--- src/rtl/neuron_engine_pkg.sv ---
// neuron_engine_pkg: shared FSM states, pass encodings and accumulator width
package neuron_engine_pkg;
  typedef enum logic [2:0] {S_IDLE, S_MAC, S_DRAIN, S_ACT, S_DONE} state_t;
  localparam logic [1:0] PASS_H1 = 2'd0;
  localparam logic [1:0] PASS_H2 = 2'd1;
  localparam logic [1:0] PASS_OUT = 2'd2;
  localparam int ACC_W = 32;
endpackage

--- src/rtl/neuron_act.sv ---
// neuron_act: scale, saturate and activate the accumulator
module neuron_act
  import neuron_engine_pkg::*;
#(
  parameter int DW = 8
) (
  input  logic signed [ACC_W-1:0] acc,
  input  logic        [1:0]       pass,
  output logic signed [DW-1:0]    result
);
  localparam int SMAX = 2 ** (DW - 1) - 1;
  logic signed [ACC_W-1:0] s, sat;
  always_comb begin
    s = acc >>> (DW - 1);
    sat = s > SMAX ? SMAX : s < -SMAX - 1 ? -SMAX - 1 : s;
    result = (pass == PASS_H1 || pass == PASS_H2) && sat < 0 ? '0 : sat[DW-1:0];
  end
endmodule

--- src/rtl/neuron_engine.sv ---
// neuron_engine: sequential multiply-accumulate neuron with bias and activation
module neuron_engine
  import neuron_engine_pkg::*;
#(
  parameter int DW = 8,
  parameter int AW = 16
) (
  input  logic                   clk,
  input  logic                   rst,
  input  logic                   neuron_start,
  input  logic        [AW-1:0]   n_last,
  input  logic        [1:0]      pass,
  input  logic signed [2*DW-1:0] bias,
  input  logic signed [DW-1:0]   x_in,
  input  logic signed [DW-1:0]   w_in,
  output logic        [AW-1:0]   addr,
  output logic                   rd_en,
  output logic                   busy,
  output logic                   done,
  output logic signed [DW-1:0]   result
);
  state_t state;
  logic [AW-1:0] n_q;
  logic [1:0] pass_q;
  logic signed [ACC_W-1:0] acc;
  logic signed [2*DW-1:0] prod;
  logic signed [DW-1:0] act;
  assign prod = x_in * w_in;
  neuron_act #(.DW(DW)) u_act (.acc(acc), .pass(pass_q), .result(act));
  // addr doubles as the term index; operands lag it by one cycle, so the
  // first MAC cycle and the DRAIN cycle bracket the accumulation window
  always_ff @(posedge clk)
    if (rst) begin
      state <= S_IDLE;
      n_q <= '0;
      pass_q <= '0;
      acc <= '0;
      addr <= '0;
      rd_en <= 1'b0;
      busy <= 1'b0;
      done <= 1'b0;
      result <= '0;
    end else begin
      done <= 1'b0;
      if ((state == S_MAC && addr != '0) || state == S_DRAIN) acc <= acc + ACC_W'(prod);
      case (state)
        S_IDLE: if (neuron_start) begin
          state <= S_MAC;
          n_q <= n_last;
          pass_q <= pass;
          acc <= ACC_W'(bias);
          addr <= '0;
          rd_en <= 1'b1;
          busy <= 1'b1;
        end
        S_MAC: if (addr == n_q) begin
          state <= S_DRAIN;
          rd_en <= 1'b0;
        end else addr <= addr + 1'b1;
        S_DRAIN: state <= S_ACT;
        S_ACT: begin
          result <= act;
          done <= 1'b1;
          state <= S_DONE;
        end
        default: begin
          busy <= 1'b0;
          state <= S_IDLE;
        end
      endcase
    end
endmodule
--- config.mk ---
export PLATFORM = sky130hd
export DESIGN_NAME = neuron_engine
export DESIGN_NICKNAME = d
export VERILOG_FILES = /design/src/rtl/neuron_engine_pkg.sv /design/src/rtl/neuron_act.sv /design/src/rtl/neuron_engine.sv
export SDC_FILE = /design/constraint.sdc
export NUM_CORES = 1
export LEC_CHECK = 0
export ABC_AREA = 1
export CAP_MARGIN = 5
export CELL_PAD_IN_SITES_DETAIL_PLACEMENT = 1
export CELL_PAD_IN_SITES_GLOBAL_PLACEMENT = 2
export CORE_MARGIN = 8
export CORE_UTILIZATION = 38
export CTS_BUF_LIST = sky130_fd_sc_hd__clkbuf_4 sky130_fd_sc_hd__clkbuf_8 sky130_fd_sc_hd__clkbuf_16
export CTS_CLUSTER_DIAMETER = 120
export DETAILED_ROUTE_END_ITERATION = 7
export PLACE_DENSITY_LB_ADDON = 0.3
export SYNTH_ARGS = -nofsm -noshare
export SYNTH_HDL_FRONTEND = slang
export SYNTH_SLANG_ARGS = --single-unit
--- constraint.sdc ---
create_clock -name clk -period 12.12 [get_ports clk]
set_input_delay 2.424 -clock clk [delete_from_list [all_inputs] [get_ports clk]]
set_output_delay 2.424 -clock clk [all_outputs]
set_load 0.05 [all_outputs]
# Yosys cells after proc, flatten, opt, wreduce, memory -nomap -nowiden
# Cells that the tools add are included.
# totals
reg_bits,80
latchBits,0
ram_bits,0
rom_bits,0
input_bits,53
output_inout_bits,27
wordCells,55
memories,0
# classes
addsub,2
n_mul,1
div,0
order_cmp,3
n_eq_ne,8
n_shift,0
muxes,17
n_bitwise,1
n_reduce_logical,14
# op_table
op,count
32-bit 2-to-1 mux,5
32-bit by 16-bit adder with 32-bit output,1
"32-bit by 1-bit < comparator with 1-bit output, second input constant",1
16-bit 2-to-1 mux,2
16-bit case mux with 2 select lines,1
"25-bit by 8-bit > comparator with 1-bit output, second input constant",1
"25-bit by 8-bit < comparator with 1-bit output, second input constant",1
"16-bit by 1-bit adder with 16-bit output, second input constant",1
16-bit == test,1
8-bit by 8-bit multiplier with 16-bit output,1
16-bit nonzero test,1
3-bit case mux with 4 select lines,1
8-bit 2-to-1 mux,1
"3-bit by 2-bit == test with 1-bit output, second input constant",2
3-bit 2-to-1 mux,2
2-bit AND reduction,3
3-bit AND reduction,2
"2-bit != test, second input constant",2
1-bit case mux with 2 select lines,2
"3-bit by 1-bit == test with 1-bit output, second input constant",1
3-bit zero test,1
1-bit 2-to-1 mux,3
3-bit OR reduction,1
"2-bit by 1-bit == test with 1-bit output, second input constant",1
other kinds (6),8

# Logic depth before layout (Yosys ltp)
# Gate-level depths: netlist of run 1.
# logic_depth
depth_word,6
ltp_mapped,23
mapped_depth_nobuf,22

# By module
# From an unflattened synthesis of run 1, not the netlist that was laid out.
# hier_totals
cells_unflattened,1380
area_unflattened_um2,10057.1
# by_module_without_submodules
module,instances,cells_each,area_each_um2,seq_area_each_um2
neuron_engine,1,1335,9823.2,1601.5
neuron_act,1,45,234.0,0.0

# Worst setup path before layout of run 1
# No wires, ideal clock.
# synth_timing
kind,input -> register
from,input w_in[2]
to,register acc[14]
setup_ns,0.120
arrival_time_ns,7.222
required_ns,12.000
setup_slack_ns,4.779
path_stages,18
n_path_buf,1
cell_sequence,clkbuf_1 -> nand2_1 -> inv_1 -> fa_1 -> inv_1 -> fa_1 -> inv_1 -> fa_1 -> fa_1 -> ha_1 -> ha_1 -> nand2_1 -> inv_1 -> a21oi_1 -> nand3_1 -> or2_2 -> nand3_1 -> a21oi_1
# synth_between
elab_chain_len,5
# synth_lines
element,line_no,text
from (decl),neuron_engine.sv:15,"input logic signed [DW-1:0] w_in,"
8-bit by 8-bit multiplier with 16-bit output *,neuron_engine.sv:28,assign prod = x_in * w_in;
32-bit by 16-bit adder with 32-bit output *,neuron_engine.sv:45,if ((state == S_MAC && addr != '0) || state == S_DRAIN) acc <= acc + ACC_W'(prod);
32-bit 2-to-1 mux *,neuron_engine.sv:45,
32-bit 2-to-1 mux,neuron_engine.sv:47,S_IDLE: if (neuron_start) begin
32-bit 2-to-1 mux *,neuron_engine.sv:46,case (state)
to (signal assigned),neuron_engine.sv:45,
to (signal assigned),neuron_engine.sv:51,acc <= ACC_W'(bias);
to (decl),neuron_engine.sv:25,logic signed [ACC_W-1:0] acc;
# Every way passes the cells marked *; elsewhere a longest branch is shown, timed or not.
# A chain may end at the register's enable or synchronous reset.

# Worst setup path in the final report of run 1
# layout_timing
from,input w_in[2]
to,register acc[26]
# Same word-level chain as after synthesis.

==> summary.md, run 1 <==
| Metric | Value |
|---|---|
| Seq/Total Area, Yosys | `15.79%` |
| Drt wl/cell | `17.46 um` |
| Reg-to-reg endpoint | `acc[20]` |
| Maximum clock frequency | `0.1191 GHz` |
| Die width | `178.3 um` |
| WL final | `30.28 mm` |
| Post-synthesis cell count | `1346` |
| Crit end category | `flip-flop` |
| Tightest Pin Transition | `0.9101 ns` |
| Io pins | `80` |
| Gp weighted congestion | `0.8291` |
| Core region area | `25980 um2` |
| Antenna Nets Post-Route | `0` |
| Hold Path Class | `reg2reg` |
| Pwr per Cell Area | `314.9 nW/um2` |
| Layout cells sized above 1 | `3.503%` |
| Maxcap violations | `0` |
| CTS tree | `done` |
| Vias | `8561` |
| Fin. max-slew vios | `0` |
| Startpoint Class | `primary input` |
| Hold path endpoint | `result[5]` |
| Via/cell ratio | `4.937` |
| Post-layout net count | `1656` |
| H-tree Lvls | `3` |
| Seq pwr share | `9.3%` |
| Combinational share of power | `82.5%` |
| Final Hold Vio Count | `0` |
| Cell taking the most area after synthesis | `fa_1` |
| Outcome | `completed` |
| Drt drc | `0` |
| Part of the cycle the worst path needs | `69.27%` |
| RSZ-0062 raised after global routing | `no` |
| Library cells used by synthesis | `43` |
| Clk sink count | `79` |
| Worst VDD drop | `255.2 uV` |
| Root Buffer | `clkbuf_16` |
| Vias in the first global route | `9388` |
| Placed Cells | `1718` |
| Hold bufs inserted after CTS | `0` |
| Dpl ws | `3.321 ns` |
| CP required | `12.39 ns` |
| CP Max Fanout | `13` |
| Average size of a mapped cell | `7.439 um2` |
| Inserted Clock Buffers | `9` |
| Sw Pwr | `0.002055 W` |
| Drt pass-1 iters | `4` |
| FF-to-FF path depth | `22` |
| Most common flop cell mapped by yosys | `dfxtp_1` |
| Synth top area share | `27.19%` |
| Area Growth Syn to Fin | `12.76%` |
| Worst EP arrival | `8.66 ns` |
| Initial core utilization | `38.54%` |
| Clk Latency, worst-skew pair | `0.34 ns` |
| Switching share of power | `57.80%` |
| Clk pin slew, worst setup/hold paths | `0.06 ns` |
| Non-filler cells, final | `1734` |
| Row count | `59` |
| Largest net degree at the start of global routing | `45` |
| Synthesized cell area | `10010 um2` |
| Total global-route track usage | `19.88%` |
| PortBufs | `78` |
| TNS Setup | `0 ns` |
| Top cells by area, synth | `fa_1 (27%), dfxtp_1 (16%), nand2_1 (13%), ha_1 (9.1%), inv_1 (9.1%)` |
| Total die area | `31800 um2` |
| Final Cell Area | `11290 um2` |
| Post-CTS Setup Repair Bufs | `0` |
| Clock Tree Buf Depth | `2` |
| Clock share of power | `8.2%` |
| CP Class | `in2reg` |
| R2r startpoint | `acc[4]` |
| N_diodes | `0` |
| Synth async-reset ratio | `0%` |
| Final setup margin | `3.725 ns` |
| DP Area | `10980 um2` |
| Slew margin rel. | `39.24%` |
| DR iter-0 viols | `405` |
| # fillers | `3295` |
| Leak Pwr | `5.713 nW` |
| Die Height | `178.3 um` |
| CTS resizes | `0` |
| Hpwl dp | `25.28 mm` |
| Hold Path Origin | `result[5]` |
| Congestion Overflow GR | `0` |
| Syn_nets | `1608` |
| Crit path time final | `8.395 ns` |
| Clk_skew | `0.007251 ns` |
| Reg2reg setup slack | `7.28 ns` |
| Number of flops mapped to enable cells by yosys | `0` |
| Setup violators final | `0` |
| Final core utilization | `43.45%` |
| Hold path depth | `2` |
| Yosys Warn Count | `0` |
| Internal Power | `0.001501 W` |
| First-pass GRT wire length | `50.11 mm` |
| Initial antenna violation count | `0` |
| Register bit count reported by yosys | `79` |
-- critical path, cell delays in order --
cell	delay [ns]
clkdlybuf4s50_1	0.60
nand2_1	0.26
inv_1	0.08
fa_1	0.56
inv_1	0.16
fa_1	0.85
inv_1	0.56
fa_1	0.64
fa_1	0.50
ha_1	0.31
ha_1	0.40
nand2_1	0.16
nor2_1	0.23
nand2_1	0.13
nor2_1	0.10
o21ai_0	0.18
nand4_1	0.16
nand3_1	0.17
a21oi_1	0.17
-- sequential cells by signal, indices dropped and copies added, names as in the netlist --
register	count
n_q	16
addr	16
acc	32
rd_en	1
result	8
pass_q	1
state	3
busy	1
done	1
-- power by group through the flow --
stage	clock [W]	sequential, W	combinational, W
6_report	0.000291	0.000332	0.00293
5_1_grt	0.000308	0.000337	0.00337
4_1_cts	0.000298	0.000333	0.00300
3_5_place_dp	0	0.000338	0.00298
3_3_place_gp	0	0.000338	0.00290
2_1_floorplan	0	0.000334	0.00213
-- synth_stat cells (2+ instances only) --
| cell type | count |
|---|---|
| nand2_1 | 346 |
| inv_1 | 242 |
| fa_1 | 136 |
| a21oi_1 | 99 |
| nor2_1 | 89 |
| dfxtp_1 | 79 |
| nand3_1 | 79 |
| ha_1 | 73 |
| xor2_1 | 31 |
| o21ai_0 | 28 |
| clkbuf_1 | 25 |
| nand4_1 | 20 |
| nor3_1 | 12 |
| buf_6 | 9 |
| o21ai_1 | 9 |
| buf_2 | 8 |
| inv_2 | 6 |
| nor3_2 | 5 |
| nor4_1 | 5 |
| o21bai_1 | 5 |
| xnor2_1 | 5 |
| nand2_2 | 4 |
| clkinv_1 | 3 |
| nand3b_1 | 3 |
| a21oi_2 | 2 |
| buf_4 | 2 |
| nand2_4 | 2 |
| nor2_2 | 2 |
| nor3_4 | 2 |
| or2_2 | 2 |
-- through the flow --
stage               hold slack [ns]  power (W)
detailed placement           0.4608   0.003317
global placement             0.4541   0.003238
floorplan                    0.4385   0.002459
global route                 0.4894   0.004016
CTS                          0.4707   0.003633
finish                       0.4667   0.003556
-- layer usage --
metal	wire (um)	up-vias	share of wire (%)	global-route usage [%]
met5	0	-	0	0
met2	16000	87	53	37.07
met3	791	14	2.6	2.096
li1	-	4252	-	-
met4	159	0	0.53	2.618
met1	13330	4208	44	24.79
-- placed cells by master, fill, tap and decap left out, types with 6 or more instances in the layout --
cell type,count
nand2_1,346
fa_1,136
nand4_1,20
inv_1,242
a21oi_1,99
inv_2,6
nor2_1,89
o21ai_0,28
clkdlybuf4s50_1,78
xor2_1,31
nor3_1,12
ha_1,73
nand3_1,79
clkbuf_16,9
o21ai_1,9
dfxtp_1,79
-- how the worst max path moves through the flow --
stage	start	endpoint	slack, ns
6_report	w_in[2]	acc[26]	3.72
5_1_grt	w_in[2]	acc[30]	3.19
4_1_cts	w_in[2]	acc[30]	3.64
3_5_place_dp	w_in[2]	acc[30]	3.32
3_3_place_gp	w_in[2]	acc[30]	3.43
2_1_floorplan	w_in[2]	acc[14]	4.78
-- kinds of logic after synthesis --
family	after synthesis	synth area share, %
flip-flops	79	15.79
XOR/XNOR	36	3.149
adder cells (fa/ha/maj)	209	36.31
AO/OA/AOI/OAI	150	7.972
buffers and inverters	296	12.06
AND/OR/NAND/NOR	576	24.72
-- area by class of cell --
cell class	instances	area (um2)	area share, %
multi-input cells	971	7224	63.99
flip-flops and latches	79	1582	14.01
inverters	251	942.2	8.344
repair buffers	82	810.8	7.181
well taps	335	419.2	3.712
clock buffers	9	225.2	1.995
clock inverters	7	87.58	0.7757
Note: power is estimated with default switching activity, not from simulation.
==> inputs of run 2 (changes only) <==
--- a/config.mk
+++ b/config.mk
@@ -10,7 +10,7 @@
 export CELL_PAD_IN_SITES_DETAIL_PLACEMENT = 1
 export CELL_PAD_IN_SITES_GLOBAL_PLACEMENT = 2
 export CORE_MARGIN = 8
-export CORE_UTILIZATION = 38
+export CORE_UTILIZATION = 35
 export CTS_BUF_LIST = sky130_fd_sc_hd__clkbuf_4 sky130_fd_sc_hd__clkbuf_8 sky130_fd_sc_hd__clkbuf_16
 export CTS_CLUSTER_DIAMETER = 120
 export DETAILED_ROUTE_END_ITERATION = 7
==> constraint.sdc (replaced) <==
create_clock -name clk -period 8.5 [get_ports clk]
set_input_delay 1.7 -clock clk [delete_from_list [all_inputs] [get_ports clk]]
set_output_delay 1.7 -clock clk [all_outputs]
set_load 0.05 [all_outputs]
==> summary.md, run 2 (synthesized netlist as in run 1, its figures left out) <==
| Metric | Value |
|---|---|
| Outcome | `completed` |
| Die width | `185.1 um` |
| Initial antenna violation count | `0` |
| Hold bufs inserted after CTS | `0` |
| Hold Path Class | `reg2reg` |
| N_diodes | `0` |
| Grt met1 use | `24.01%` |
| Core region area | `28470 um2` |
| Tightest Pin Transition | `0.8553 ns` |
| Fin. max-slew vios | `0` |
| Worst EP arrival | `7.69 ns` |
| Maximum clock frequency | `0.1333 GHz` |
| FF-to-FF path depth | `22` |
| GR Util met2 | `32.29%` |
| Vias | `8649` |
| Crit end category | `flip-flop` |
| Reg2reg setup slack | `3.60 ns` |
| Largest Register | `acc` |
| Post-CTS Setup Repair Bufs | `0` |
| Crit path depth | `20` |
| DR iter-0 viols | `306` |
| Leading cell type in the layout, fill and taps excluded | `nand2_1` |
| First-pass GRT wire length | `49.80 mm` |
| # fillers | `3591` |
| Initial core utilization | `35.17%` |
| Final Hold Vio Count | `0` |
| Clk_skew | `0.009498 ns` |
| Gp weighted congestion | `0.8245` |
| Row count | `62` |
| Worst path slowest cell | `clkdlybuf4s50_1` |
| Largest regs | `acc: 32 flops, addr: 16 flops, n_q: 16 flops` |
| CP required | `8.69 ns` |
| TNS Setup | `0 ns` |
| Congestion Overflow GR | `0` |
| Antenna Nets Post-Route | `0` |
| Via/cell ratio | `4.843` |
| Io pins | `80` |
| Part of the cycle the worst path needs | `88.26%` |
| Worst path cell trace | `clkdlybuf4s50_1 > nand2_1 > inv_1 > fa_1 > inv_1 > fa_1 > inv_1 > fa_1 > fa_1 > ha_1 > ha_1 > nand2_1 > nor2_1 > inv_1 > nor2_1 > nand4_1 > nand3_1 > nand2_1 > nand3_1 > a21oi_1` |
| Die Height | `185.1 um` |
| Non-filler cells, final | `1786` |
| Hpwl dp | `25.11 mm` |
| PortBufs | `78` |
| Drt drc | `0` |
| Maxcap violations | `0` |
| Clk Latency, worst-skew pair | `0.34 ns` |
| Hold path depth | `2` |
| CP Buf/Inv Count | `5` |
| CP Max Fanout | `13` |
| Worst path max stage delay | `0.69 ns` |
| Slew margin rel. | `42.90%` |
| Post-layout net count | `1660` |
| Most frequent cells in the layout | `nand2_1 (346), inv_1 (242), fa_1 (136), a21oi_1 (99), nor2_1 (89)` |
| Largest net degree at the start of global routing | `45` |
| Placed Cells | `1771` |
| Area Growth Syn to Fin | `13.66%` |
| Clock Tree Buf Depth | `2` |
| CTS resizes | `0` |
| Crit path time final | `7.502 ns` |
| Vias in the first global route | `9174` |
| Max FFs per register | `32` |
| Drt wl/cell | `16.91 um` |
| GR met3 Demand/Resource | `1.942%` |
| Inserted Clock Buffers | `9` |
| Startpoint Class | `primary input` |
| CP Class | `in2reg` |
| Cell family contributing the most delay on the critical path | `adder cells` |
| Total die area | `34280 um2` |
| RSZ-0062 raised after global routing | `no` |
| Busiest grt layer | `met2` |
| Final Hold Slack | `0.4614 ns` |
| Total global-route track usage | `18.40%` |
| Root Buffer | `clkbuf_16` |
| Clk sink count | `79` |
| Drt pass-1 iters | `4` |
| Clk pin slew, worst setup/hold paths | `0.06 ns` |
| H-tree Lvls | `3` |
| Setup violators final | `0` |
| WL final | `30.19 mm` |
| Layout cells sized above 1 | `3.709%` |
| CTS tree | `done` |
[run 2: through the flow]
step	worst slack, ns	instance area (um2)	util, %
5_1_grt	0.4556	11380	39.98
2_1_floorplan	1.883	10010	-
3_5_place_dp	0.6268	11070	38.88
6_report	0.9982	11380	39.98
4_1_cts	0.9684	11380	39.98
3_3_place_gp	0.6797	11070	38.88
[run 2: worst reg2reg max path, cell delays in order (launching register included)]
cell and delay (ns):
dfxtp_1 0.31, inv_1 0.07, fa_1 0.54, inv_1 0.05, fa_1 0.46, ha_1 0.29
inv_1 0.05, fa_1 0.52, inv_1 0.05, ha_1 0.31, ha_1 0.35, inv_1 0.10
fa_1 0.45, inv_1 0.14, nand3_1 0.09, nand3_1 0.16, nand2_1 0.07, nand2_1 0.17
nand2_1 0.08, nand2_1 0.11, xor2_1 0.23, nand2_1 0.08, a21oi_1 0.14
[run 2: cell type report]
class	count	area [um2]	share of cell area, %
Clock buffer	9	225.2	1.979
Clock inverter	6	86.33	0.7586
Inverter	251	942.2	8.278
Multi-Input combinational cell	971	7224	63.48
Sequential cell	79	1582	13.90
Tap cell	384	480.5	4.222
Timing Repair Buffer	86	840.8	7.388
[run 2: worst paths after layout]
path / startpoint / endpoint
setup / recovery: w_in[2] / acc[22]
hold / removal: n_q[12] / n_q[12]
setup reg to reg: acc[4] / acc[20]
hold reg to reg: n_q[12] / n_q[12]
[run 2: metal layers]
layer	up-vias	share of wire (%)	routed length [um]
li1	4257	-	-
met1	4254	45	13640
met2	107	50	15160
met3	31	2.6	774
met4	0	2.1	619
met5	-	0	0
Power of run 2 is not shown: default switching activity piles up to over one toggle a cycle in this logic, so the estimate is an artifact.
==> inputs of run 3 (changes only) <==
--- a/config.mk
+++ b/config.mk
@@ -5,12 +5,11 @@
 export SDC_FILE = /design/constraint.sdc
 export NUM_CORES = 1
 export LEC_CHECK = 0
-export ABC_AREA = 1
 export CAP_MARGIN = 5
 export CELL_PAD_IN_SITES_DETAIL_PLACEMENT = 1
 export CELL_PAD_IN_SITES_GLOBAL_PLACEMENT = 2
 export CORE_MARGIN = 8
-export CORE_UTILIZATION = 35
+export CORE_UTILIZATION = 37
 export CTS_BUF_LIST = sky130_fd_sc_hd__clkbuf_4 sky130_fd_sc_hd__clkbuf_8 sky130_fd_sc_hd__clkbuf_16
 export CTS_CLUSTER_DIAMETER = 120
 export DETAILED_ROUTE_END_ITERATION = 7
==> summary.md, run 3 <==
| Metric | Value |
|---|---|
| Outcome | `completed` |
| Max FFs per register | `32` |
| Maximum clock frequency | `0.1301 GHz` |
| Post-layout net count | `1297` |
| Crit path time final | `7.686 ns` |
| First-pass GRT wire length | `41.30 mm` |
| TNS Setup | `0 ns` |
| # fillers | `2690` |
| Congestion Overflow GR | `0` |
| Die Height | `170.6 um` |
| Reg-to-reg endpoint | `acc[29]` |
| CTS tree | `done` |
| Most frequent cells after synthesis | `fa_1 (136), nand2_1 (121), inv_1 (104)` |
| Synthesized cell area | `8845 um2` |
| Grt met1 use | `23.37%` |
| Drt pass-1 iters | `4` |
| Clock Tree Buf Depth | `2` |
| Largest Register | `acc` |
| Root Buffer | `clkbuf_16` |
| GR met3 Demand/Resource | `2.443%` |
| Part of the cycle the worst path needs | `90.42%` |
| Post-synthesis cell count | `964` |
| Hold Path Class | `reg2reg` |
| Number of flops mapped to enable cells by yosys | `0` |
| N_diodes | `0` |
| Library cells used by synthesis | `59` |
| Most common flop cell mapped by yosys | `dfxtp_1` |
| Busiest grt layer | `met2` |
| Cell taking the most area after synthesis | `fa_1` |
| WL final | `24.38 mm` |
| Fin. max-slew vios | `0` |
| RSZ-0062 raised after global routing | `no` |
| Total global-route track usage | `17.89%` |
| Initial core utilization | `37.68%` |
| Average size of a mapped cell | `9.175 um2` |
| Slew margin rel. | `43.64%` |
| DR iter-0 viols | `358` |
| Inserted Clock Buffers | `9` |
| Row count | `56` |
| Register bit count reported by yosys | `79` |
| Critical Path Source | `x_in[7]` |
| Final Hold Vio Count | `0` |
| Synth top area share | `30.78%` |
| Yosys Warn Count | `0` |
| Die width | `170.6 um` |
| FF-to-FF path depth | `18` |
| Syn_nets | `1226` |
| Top cells by area, synth | `fa_1 (31%), dfxtp_1 (18%), ha_1 (10%), nand2_1 (5.1%), inv_1 (4.4%)` |
| Most frequent cells in the layout | `fa_1 (135), nand2_1 (121), inv_1 (104), dfxtp_1 (79), clkdlybuf4s50_1 (77)` |
| H-tree Lvls | `3` |
| CP required | `8.73 ns` |
| Worst setup path end | `acc[28]` |
| Reg2reg setup slack | `3.12 ns` |
| Clk_skew | `0.008246 ns` |
| PortBufs | `78` |
| Startpoint Class | `primary input` |
| Clk sink count | `79` |
| Area Growth Syn to Fin | `17.00%` |
| Most numerous cell in the Yosys netlist | `fa_1` |
| Worst EP arrival | `7.91 ns` |
| Clk Latency, worst-skew pair | `0.34 ns` |
| Io pins | `80` |
| Layout cells sized above 1 | `5.096%` |
| GR Util met2 | `31.19%` |
| Crit end category | `flip-flop` |
| Hpwl dp | `20.24 mm` |
| CP Max Fanout | `8` |
| Largest net degree at the start of global routing | `51` |
| R2r startpoint | `acc[6]` |
| Vias | `6927` |
| Leading cell type in the layout, fill and taps excluded | `fa_1` |
| Synth async-reset ratio | `0%` |
| Tightest Pin Transition | `0.8455 ns` |
| Final Hold Slack | `0.4596 ns` |
| Vias in the first global route | `7637` |
| Setup violators final | `0` |
| Initial antenna violation count | `0` |
| Antenna Nets Post-Route | `0` |
| Total die area | `29110 um2` |
| CP Class | `in2reg` |
| Seq/Total Area, Yosys | `17.88%` |
| Maxcap violations | `0` |
| Drt drc | `0` |
| Gp weighted congestion | `0.7845` |
| Largest regs | `acc: 32 flops, addr: 16 flops, n_q: 16 flops` |
| Drt wl/cell | `17.94 um` |
| Clk pin slew, worst setup/hold paths | `0.07 ns` |
| Core region area | `23470 um2` |
| Via/cell ratio | `5.097` |
run 3: area by class of cell:
| class | instances | area (um2) | share of cell area (%) |
|---|---|---|---|
| sequential | 79 | 1582 | 15.28 |
| clock inverter | 7 | 102.6 | 0.9914 |
| inverter | 105 | 394.1 | 3.808 |
| clock buffer | 9 | 225.2 | 2.176 |
| tap | 319 | 399.1 | 3.857 |
| multi-input combinational | 744 | 6735 | 65.08 |
| timing repair buffer | 96 | 910.9 | 8.802 |
run 3: worst min-delay path by stage:
stage	start	to	slack [ns]	cells after the start
after floorplan	n_q[0]	n_q[0]	0.45	2
after detailed placement	result[7]	result[7]	0.45	2
after global routing	result[7]	result[7]	0.47	2
after global placement	result[7]	result[7]	0.44	2
after CTS	result[7]	result[7]	0.46	2
final	result[7]	result[7]	0.46	2
run 3: routing by layer:
layer	vias up	share of wire [%]	routed length (um)
met4	0	1.6	388
met3	19	2.2	542
met5	-	0	0
met2	67	51	12390
met1	3497	45	11060
li1	3344	-	-
run 3: critical path, cell delays in order:
cell             delay, ns
clkdlybuf4s50_1       0.55
nand2_1               0.24
inv_1                 0.09
fa_2                  0.57
inv_1                 0.14
fa_1                  0.53
inv_1                 0.33
buf_4                 0.23
fa_1                  0.45
fa_1                  0.51
ha_1                  0.31
ha_1                  0.41
and3_1                0.25
nand4_1               0.25
a2111oi_2             0.59
o41ai_1               0.19
o21ai_0               0.26
mux2i_1               0.25
nor3_1                0.07
run 3: repair_timing:
action | 4_1_cts | 5_1_grt
buffers inserted | 0 | 0
hold buffers | 0 | 0
gates resized for setup | 0 | 1
setup endpoints to repair | 0 | 1
run 3: cells by family (layout without fill, tap and decap cells):
logic type,Yosys count,in the layout,synth area share [%]
AND/OR/NAND/NOR,321,321,17.43
adder cells (fa/ha/maj),209,209,41.11
AO/OA/AOI/OAI,159,159,11.98
buffers and inverters,141,217,6.125
flip-flops,79,79,17.88
XOR/XNOR,53,53,5.248
multiplexers,2,2,0.2263
run 3: per-stage QoR:
| step | util, % | instances | instance area, um2 | worst slack [ns] |
|---|---|---|---|---|
| floorplan | - | 964 | 8845 | 0.9632 |
| global placement | 42.68 | 1343 | 10020 | 0.2807 |
| detailed placement | 42.68 | 1343 | 10020 | 0.1834 |
| CTS | 44.08 | 1359 | 10350 | 0.5641 |
| global route | 44.09 | 1359 | 10350 | 0.3904 |
| finish | 44.09 | 1359 | 10350 | 0.8140 |
Power of run 3 is left out for the same reason.
